File: src/rtl/vga_timing_gen.sv
`default_nettype none
// ============================================================================
// Module      : vga_timing_gen
// Description : Free-running VGA/DVI raster timing generator. Emits registered,
//               mutually aligned hsync/vsync/blank/frame and beam position.
//               Optional RGB test pattern ports with VGA_TIMING_TEST_PATTERN_EN.
// Revision    : 1.0 - initial release
// ============================================================================
module vga_timing_gen #(
    parameter int c_resolution_x      = 640,
    parameter int c_hsync_front_porch = 16,
    parameter int c_hsync_pulse       = 96,
    parameter int c_hsync_back_porch  = 48,
    parameter int c_resolution_y      = 480,
    parameter int c_vsync_front_porch = 10,
    parameter int c_vsync_pulse       = 2,
    parameter int c_vsync_back_porch  = 33,
    parameter int c_bits_x            = 10,
    parameter int c_bits_y            = 10,
    parameter bit c_hsync_polarity    = 1'b0,
    parameter bit c_vsync_polarity    = 1'b0
) (
    input  logic                clk_pixel,
    input  logic                resetn,
    input  logic                clk_pixel_ena,
    output logic [c_bits_x-1:0] o_x,
    output logic [c_bits_y-1:0] o_y,
    output logic                o_hsync,
    output logic                o_vsync,
    output logic                o_blank,
    output logic                o_frame
`ifdef VGA_TIMING_TEST_PATTERN_EN
    ,
    output logic [7:0]          o_r,
    output logic [7:0]          o_g,
    output logic [7:0]          o_b
`endif
);

    localparam int c_h_total = c_resolution_x + c_hsync_front_porch
                             + c_hsync_pulse + c_hsync_back_porch;
    localparam int c_v_total = c_resolution_y + c_vsync_front_porch
                             + c_vsync_pulse + c_vsync_back_porch;

    localparam logic [c_bits_x-1:0] c_x_last   = c_bits_x'(c_h_total - 1);
    localparam logic [c_bits_x-1:0] c_x_active = c_bits_x'(c_resolution_x);
    localparam logic [c_bits_x-1:0] c_hs_first = c_bits_x'(c_resolution_x + c_hsync_front_porch);
    localparam logic [c_bits_x-1:0] c_hs_last  = c_bits_x'(c_resolution_x + c_hsync_front_porch
                                                          + c_hsync_pulse - 1);

    localparam logic [c_bits_y-1:0] c_y_last   = c_bits_y'(c_v_total - 1);
    localparam logic [c_bits_y-1:0] c_y_active = c_bits_y'(c_resolution_y);
    localparam logic [c_bits_y-1:0] c_vs_first = c_bits_y'(c_resolution_y + c_vsync_front_porch);
    localparam logic [c_bits_y-1:0] c_vs_last  = c_bits_y'(c_resolution_y + c_vsync_front_porch
                                                          + c_vsync_pulse - 1);

    logic [c_bits_x-1:0] r_cx;
    logic [c_bits_y-1:0] r_cy;

    logic [c_bits_x-1:0] r_x;
    logic [c_bits_y-1:0] r_y;
    logic                r_hsync;
    logic                r_vsync;
    logic                r_blank;
    logic                r_frame;

    logic w_x_wrap;
    logic w_y_wrap;
    logic w_blank;
    logic w_hs_active;
    logic w_vs_active;
    logic w_frame;

    // ------------------------------------------------------------------
    // Beam counters: exact-compare wrap, y advances only on x wrap
    // ------------------------------------------------------------------
    assign w_x_wrap = (r_cx == c_x_last);
    assign w_y_wrap = (r_cy == c_y_last);

    always_ff @(posedge clk_pixel or negedge resetn) begin
        if (!resetn) begin
            r_cx <= '0;
            r_cy <= '0;
        end else if (clk_pixel_ena) begin
            if (w_x_wrap) begin
                r_cx <= '0;
                if (w_y_wrap) begin
                    r_cy <= '0;
                end else begin
                    r_cy <= r_cy + 1'b1;
                end
            end else begin
                r_cx <= r_cx + 1'b1;
            end
        end
    end

    // ------------------------------------------------------------------
    // Decode of the current (pre-increment) counter values
    // ------------------------------------------------------------------
    assign w_blank     = (r_cx >= c_x_active) | (r_cy >= c_y_active);
    assign w_hs_active = (r_cx >= c_hs_first) & (r_cx <= c_hs_last);
    // vsync looks at cy only so its edges land on cx = 0
    assign w_vs_active = (r_cy >= c_vs_first) & (r_cy <= c_vs_last);
    assign w_frame     = (r_cx == '0) & (r_cy == '0);

    always_ff @(posedge clk_pixel or negedge resetn) begin
        if (!resetn) begin
            r_x     <= '0;
            r_y     <= '0;
            r_hsync <= ~c_hsync_polarity;
            r_vsync <= ~c_vsync_polarity;
            r_blank <= 1'b1;
            r_frame <= 1'b0;
        end else if (clk_pixel_ena) begin
            r_x     <= r_cx;
            r_y     <= r_cy;
            r_hsync <= w_hs_active ? c_hsync_polarity : ~c_hsync_polarity;
            r_vsync <= w_vs_active ? c_vsync_polarity : ~c_vsync_polarity;
            r_blank <= w_blank;
            r_frame <= w_frame;
        end
    end

    assign o_x     = r_x;
    assign o_y     = r_y;
    assign o_hsync = r_hsync;
    assign o_vsync = r_vsync;
    assign o_blank = r_blank;
    assign o_frame = r_frame;

`ifdef VGA_TIMING_TEST_PATTERN_EN
    localparam int c_px_w = (c_bits_x < 8) ? c_bits_x : 8;
    localparam int c_py_w = (c_bits_y < 8) ? c_bits_y : 8;

    logic [7:0] w_cx_lo;
    logic [7:0] w_cy_lo;
    logic       w_cx4;
    logic       w_cy4;
    logic [7:0] r_r;
    logic [7:0] r_g;
    logic [7:0] r_b;

    assign w_cx_lo = 8'(r_cx[c_px_w-1:0]);
    assign w_cy_lo = 8'(r_cy[c_py_w-1:0]);

    // Narrow counters have no bit 4; treat it as zero
    if (c_bits_x > 4) begin : g_cx4
        assign w_cx4 = r_cx[4];
    end else begin : g_cx4_zero
        assign w_cx4 = 1'b0;
    end

    if (c_bits_y > 4) begin : g_cy4
        assign w_cy4 = r_cy[4];
    end else begin : g_cy4_zero
        assign w_cy4 = 1'b0;
    end

    always_ff @(posedge clk_pixel or negedge resetn) begin
        if (!resetn) begin
            r_r <= '0;
            r_g <= '0;
            r_b <= '0;
        end else if (clk_pixel_ena) begin
            if (w_blank) begin
                r_r <= '0;
                r_g <= '0;
                r_b <= '0;
            end else begin
                r_r <= w_cx_lo;
                r_g <= w_cy_lo;
                r_b <= {8{w_cx4 ^ w_cy4}};
            end
        end
    end

    assign o_r = r_r;
    assign o_g = r_g;
    assign o_b = r_b;
`endif

endmodule
`default_nettype wire
File: config.mk
export PLATFORM = sky130hd
export DESIGN_NAME = vga_timing_gen
export DESIGN_NICKNAME = d
export VERILOG_FILES = /design/src/rtl/vga_timing_gen.sv
export SDC_FILE = /design/constraint.sdc
export NUM_CORES = 1
export LEC_CHECK = 0
export CAP_MARGIN = 20
export CORE_ASPECT_RATIO = 1.4
export CORE_MARGIN = 2
export CORE_UTILIZATION = 55
export CTS_BUF_LIST = sky130_fd_sc_hd__clkbuf_2 sky130_fd_sc_hd__clkbuf_4 sky130_fd_sc_hd__clkbuf_8
export DETAILED_ROUTE_END_ITERATION = 10
export PLACE_DENSITY = 0.8
export SKIP_LAST_GASP = 1
export SLEW_MARGIN = 5
export SYNTH_ARGS = -nofsm -noshare
export SYNTH_HDL_FRONTEND = slang
export SYNTH_SLANG_ARGS = --single-unit
export TNS_END_PERCENT = 5
File: constraint.sdc
create_clock -name clk_pixel -period 2.76 [get_ports clk_pixel]
set_input_delay 0.69 -clock clk_pixel [delete_from_list [all_inputs] [get_ports clk_pixel]]
set_output_delay 0.69 -clock clk_pixel [all_outputs]
set_load 0.05 [all_outputs]
Yosys cells after proc, flatten, opt, wreduce, memory -nomap -nowiden
Cells that the tools add are included.
- register bits: 44
- bits of input ports: 3
- output and inout port bits: 24
- add/sub/neg operators: 2
- $lt $le $gt $ge: 6
- equal/unequal tests: 2
- multiplexer cells: 4
- bitwise logic cells: 4
- reductions and logical operators: 3
- operator list (kind ; number):
    $add 10x1->10 const B ; 2
    $eq 10x10->1 const B ; 2
    $ge 10x10->1 const B ; 2
    $ge 10x9->1 const B ; 2
    $logic_not 10->1 ; 2
    $mux 10 ; 2
    $le 10x10->1 const B ; 1
    $le 10x9->1 const B ; 1
    $and 1x1->1 ; 3
    $mux 1 ; 2
    $reduce_and 2->1 ; 1
    $or 1x1->1 ; 1

Longest topological paths before layout
- depth in word-level cells: 3
- gate-level depth with buffers: 6
- depth with buffers taken out: 6

Worst setup path before layout
Ideal clock, no wire load.
- path type: register to register
- from: register r_cx[7]
- to: register r_cy[9]
- library setup time: 77 ps
- arrival: 2159 ps
- setup slack: 524 ps
- stages on the path, launching flop included: 7
- path buffers: 2
- clock period less this slack: 2236 ps
- path through: dfrtp_1 -> buf_6 -> or4b_4 -> buf_6 -> or4_4 -> or3_1 -> a21oi_1
- cells in the longest elaborated chain, start to end: 2
- RTL lines (what ; line ; source):
    start, declared ; 57 ; logic [c_bits_x-1:0] r_cx;
    start signal, assigned ; 93 ; r_cx <= r_cx + 1'b1;
    $eq 10x10->1 ; 77 ; assign w_x_wrap = (r_cx == c_x_last);
    $reduce_and 2->1 (no source line) ; -- ;
    end signal, assigned ; 90 ; r_cy <= r_cy + 1'b1;
    end, declared ; 58 ; logic [c_bits_y-1:0] r_cy;
Every way passes these cells.
A chain may end at the register's enable or synchronous reset.

Final worst setup path
- from: register r_vsync, in the netlist o_vsync
- to: output port o_vsync
- RTL lines (what ; line ; source):
    start, declared ; 63 ; logic r_vsync;
    start signal, assigned ; 112 ; r_vsync <= ~c_vsync_polarity;
    start signal, assigned ; 119 ; r_vsync <= w_vs_active ? c_vsync_polarity : ~c_vsync_polarity;
    end, declared ; 29 ; output logic o_vsync,
No word-level cell between the ends.

==> results.yml <==
status:
  status: "completed"
clock_network:
  cts_tree: "done"
  clk_path_buf_depth: 2
  cts-resized-gates: 0
  clockRootBuffer: "clkbuf_8"
  post_cts_buffers: 0
  clkSinkCount: 44
  cts_made_buffers: 5
  postCtsHoldBufs: 0
  htree_levels: 2
  clk_pin_slew_ns: 0.07
  insertion_delay_ns: 0.29
route:
  drc: 0
  dr_total_vias: 1470
  wire_per_inst_um: 16.3
  drtIter0Drc: 79
  drt-total-wl_mm: 4.03
  firstDrtPassIters: 4
  antenna_left: 0
  routed_via_density: 5.95
sta:
  hold-worst-slack_ns: 0.496
  slew_headroom_pct: 36.5
  clock_skew_ns: 0.00311
  hold_viol_final: 0
  rsz0062_at_grt: "false"
  worst_pin_slew_ns: 0.952
  min_period_ns: 2.31
  final.setup.tns_ns: 0
  timing.fmax_ghz: 0.433
  period_share_pct: 83.7
  setup_ws_ns: 0.450
  slew_violations: 0
  setup_viol: 0
die:
  die_height_um: 76.3
  die_x_um: 55.7
  fp-row-count: 26
  placeableCoreArea_sq_um: 3610
  io_pins: 27
  fp.dieArea_sq_um: 4250
  start_util_pct: 56.9
synth:
  yosysWarnings: 0
  ys_types: 38
  synth_fp_nets: 188
  seq_area_frac_synth_pct: 53.7
  synth-seq-cells: 44
  netlist_area_sq_um: 2060
  syn_avg_cell_area_sq_um: 11.4
  synth-edff-count: 0
  synth_area_leader_cell: "dfrtp_1"
  synth_top_area_share_pct: 49.9
  synthTopCellsByArea: "dfrtp_1 50%, mux2_2 11%, xnor2_1 5.1%, dfstp_2 3.8%, nand4_1 3.0%"
  async_flop_share_pct: 100
  synthFlopType: "dfrtp_1"
  syn_inst: 181
pwr:
  p_per_area_nw_per_um2: 685
  p_sw_uw: 555
  p_leak_uw: 0.00104
  combPwrFrac_pct: 25.1
  pwr-share-seq_pct: 49.1
  switching_share_pct: 33.5
  ir_drop_mv: 0.538
  intPower_uw: 1100
  clock_power_share_pct: 25.9
hold_path:
  min_path_cells: 2
  hold_path.class: "flip-flop to flip-flop"
global_routing:
  grt_antenna_before_repair: 0
  grt.total_usage_pct: 20.9
  grt_overflow_total: 0
  grt_pass1_vias: 1477
  grt_first_pass_wirelength_mm: 6.96
  grt_max_degree: 45
critical_path:
  reg2reg_depth: 4
  critPathBufInv: 1
  crit_cells: 1
  crit_slowest_cell: "clkdlybuf4s50_1"
  worstPathMaxFanout: 2
  cp-start-kind: "flip-flop"
  worstPathRequired_ns: 2.07
  crit_family: "buffers and inverters"
  max_stage_delay_ns: 0.79
  crit_type: "flip-flop to primary output"
  path_cells: "clkdlybuf4s50_1"
  worst_ep_arrival_time_ns: 1.62
  end_kind: "primary output"
layout:
  drive_above_1_share_pct: 20.5
  synthToLayoutAreaGrowth_pct: 17.7
  final_nets: 211
  diodes: 0
job:
  maxCapViolCount: 0
placement:
  port-buffer-count: 26
  dp_hpwl_mm: 2.83
  post-place-ws_ns: 0.373
  place.gp.congestion: 0.853
[through the flow]
stage          area, sq um  total power [uW]  util (%)  std cells
3_5_place_dp          2320              1240      64.3        239
5_1_grt               2420              1730      67.0        247
2_1_floorplan         2060              1120         -        181
3_3_place_gp          2320              1220      64.3        239
4_1_cts               2420              1670      67.0        247
6_report              2420              1660      67.0        247
[power by group through the flow]
stage                     Clock, uW  Sequential, uW  Combinational [uW]
after global routing            459             828                 444
after CTS                       438             811                 418
after detailed placement          0             824                 417
after global placement            0             816                 407
after floorplan                   0             898                 223
final                           429             812                 415
[metal layers]
metal,vias up,global-route usage (%),share of wire [%]
li1,684,-,-
met1,728,25.3,41
met2,48,34.8,52
met3,10,5.09,4.4
met4,0,9.76,2.8
met5,-,0,0
[cells in the final DEF, fill, tap and decap left out, types with 2 or more instances in the layout]
| cell | synthesis | final |
|---|---|---|
| dfrtp_1 | 41 | 41 |
| dfstp_2 | 3 | 3 |
| o311ai_0 | 2 | 2 |
| mux2_2 | 20 | 20 |
| inv_1 | 8 | 8 |
| a21oi_1 | 3 | 3 |
| o21ai_0 | 6 | 6 |
| buf_4 | 1 | 4 |
| ha_1 | 4 | 4 |
| and3_1 | 2 | 2 |
| clkbuf_8 | 0 | 6 |
| clkdlybuf4s50_1 | 0 | 25 |
| xor2_1 | 3 | 3 |
| clkbuf_4 | 0 | 2 |
| nor2_1 | 13 | 13 |
| xnor2_1 | 12 | 12 |
| nand4_1 | 10 | 10 |
| nor3_1 | 5 | 5 |
| nor4_1 | 7 | 7 |
| nand3_1 | 4 | 4 |
| nand2_1 | 8 | 8 |
[synthesized netlist by cell type, types with 4 or more instances]
library cell / number
clkbuf_1: 9
nand4_1: 10
nor4_1: 7
nand3_1: 4
inv_1: 8
o21ai_0: 6
nor2_1: 13
nand2_1: 8
ha_1: 4
dfrtp_1: 41
xnor2_1: 12
mux2_2: 20
nor3_1: 5
[worst paths after layout]
path | slack, ns | start | to
setup / recovery | 0.45 | o_vsync$_DFFE_PN1P_ | o_vsync
hold / removal | 0.50 | o_hsync$_DFFE_PN1P_ | o_hsync$_DFFE_PN1P_
setup reg to reg | 0.47 | r_cx[7]$_DFFE_PN0P_ | r_cy[9]$_DFFE_PN0P_
hold reg to reg | 0.50 | o_hsync$_DFFE_PN1P_ | o_hsync$_DFFE_PN1P_
max in group asynchronous | 1.63 | resetn | o_x[4]$_DFFE_PN0P_
min in group asynchronous | 0.54 | resetn | r_cx[2]$_DFFE_PN0P_
[logic make-up (layout without fill, tap and decap cells)]
group                    Yosys count  in the layout  synth area share, %
AND/OR/NAND/NOR                   61             61                 16.9
buffers and inverters             22             46                 4.99
multiplexers                      20             20                 11.0
flip-flops                        44             44                 53.7
adder cells (fa/ha/maj)            4              4                 2.43
XOR/XNOR                          15             15                 6.39
AO/OA/AOI/OAI                     15             15                 4.63
[state kept, by name, summed over array words and instances (netlist names)]
signal and cells:
o_blank 1, r_cx 10, r_cy 10, o_vsync 1, o_hsync 1, o_x 10, o_frame 1, o_y 10
[layout make-up]
class | instances | area [sq um]
well taps | 42 | 52.6
inverters | 8 | 30.0
multi-input cells | 115 | 848
repair buffers | 30 | 285
clock buffers | 8 | 97.6
flip-flops and latches | 44 | 1100
fillers | 251 | 1190
Power figures use the tool's default switching activity.
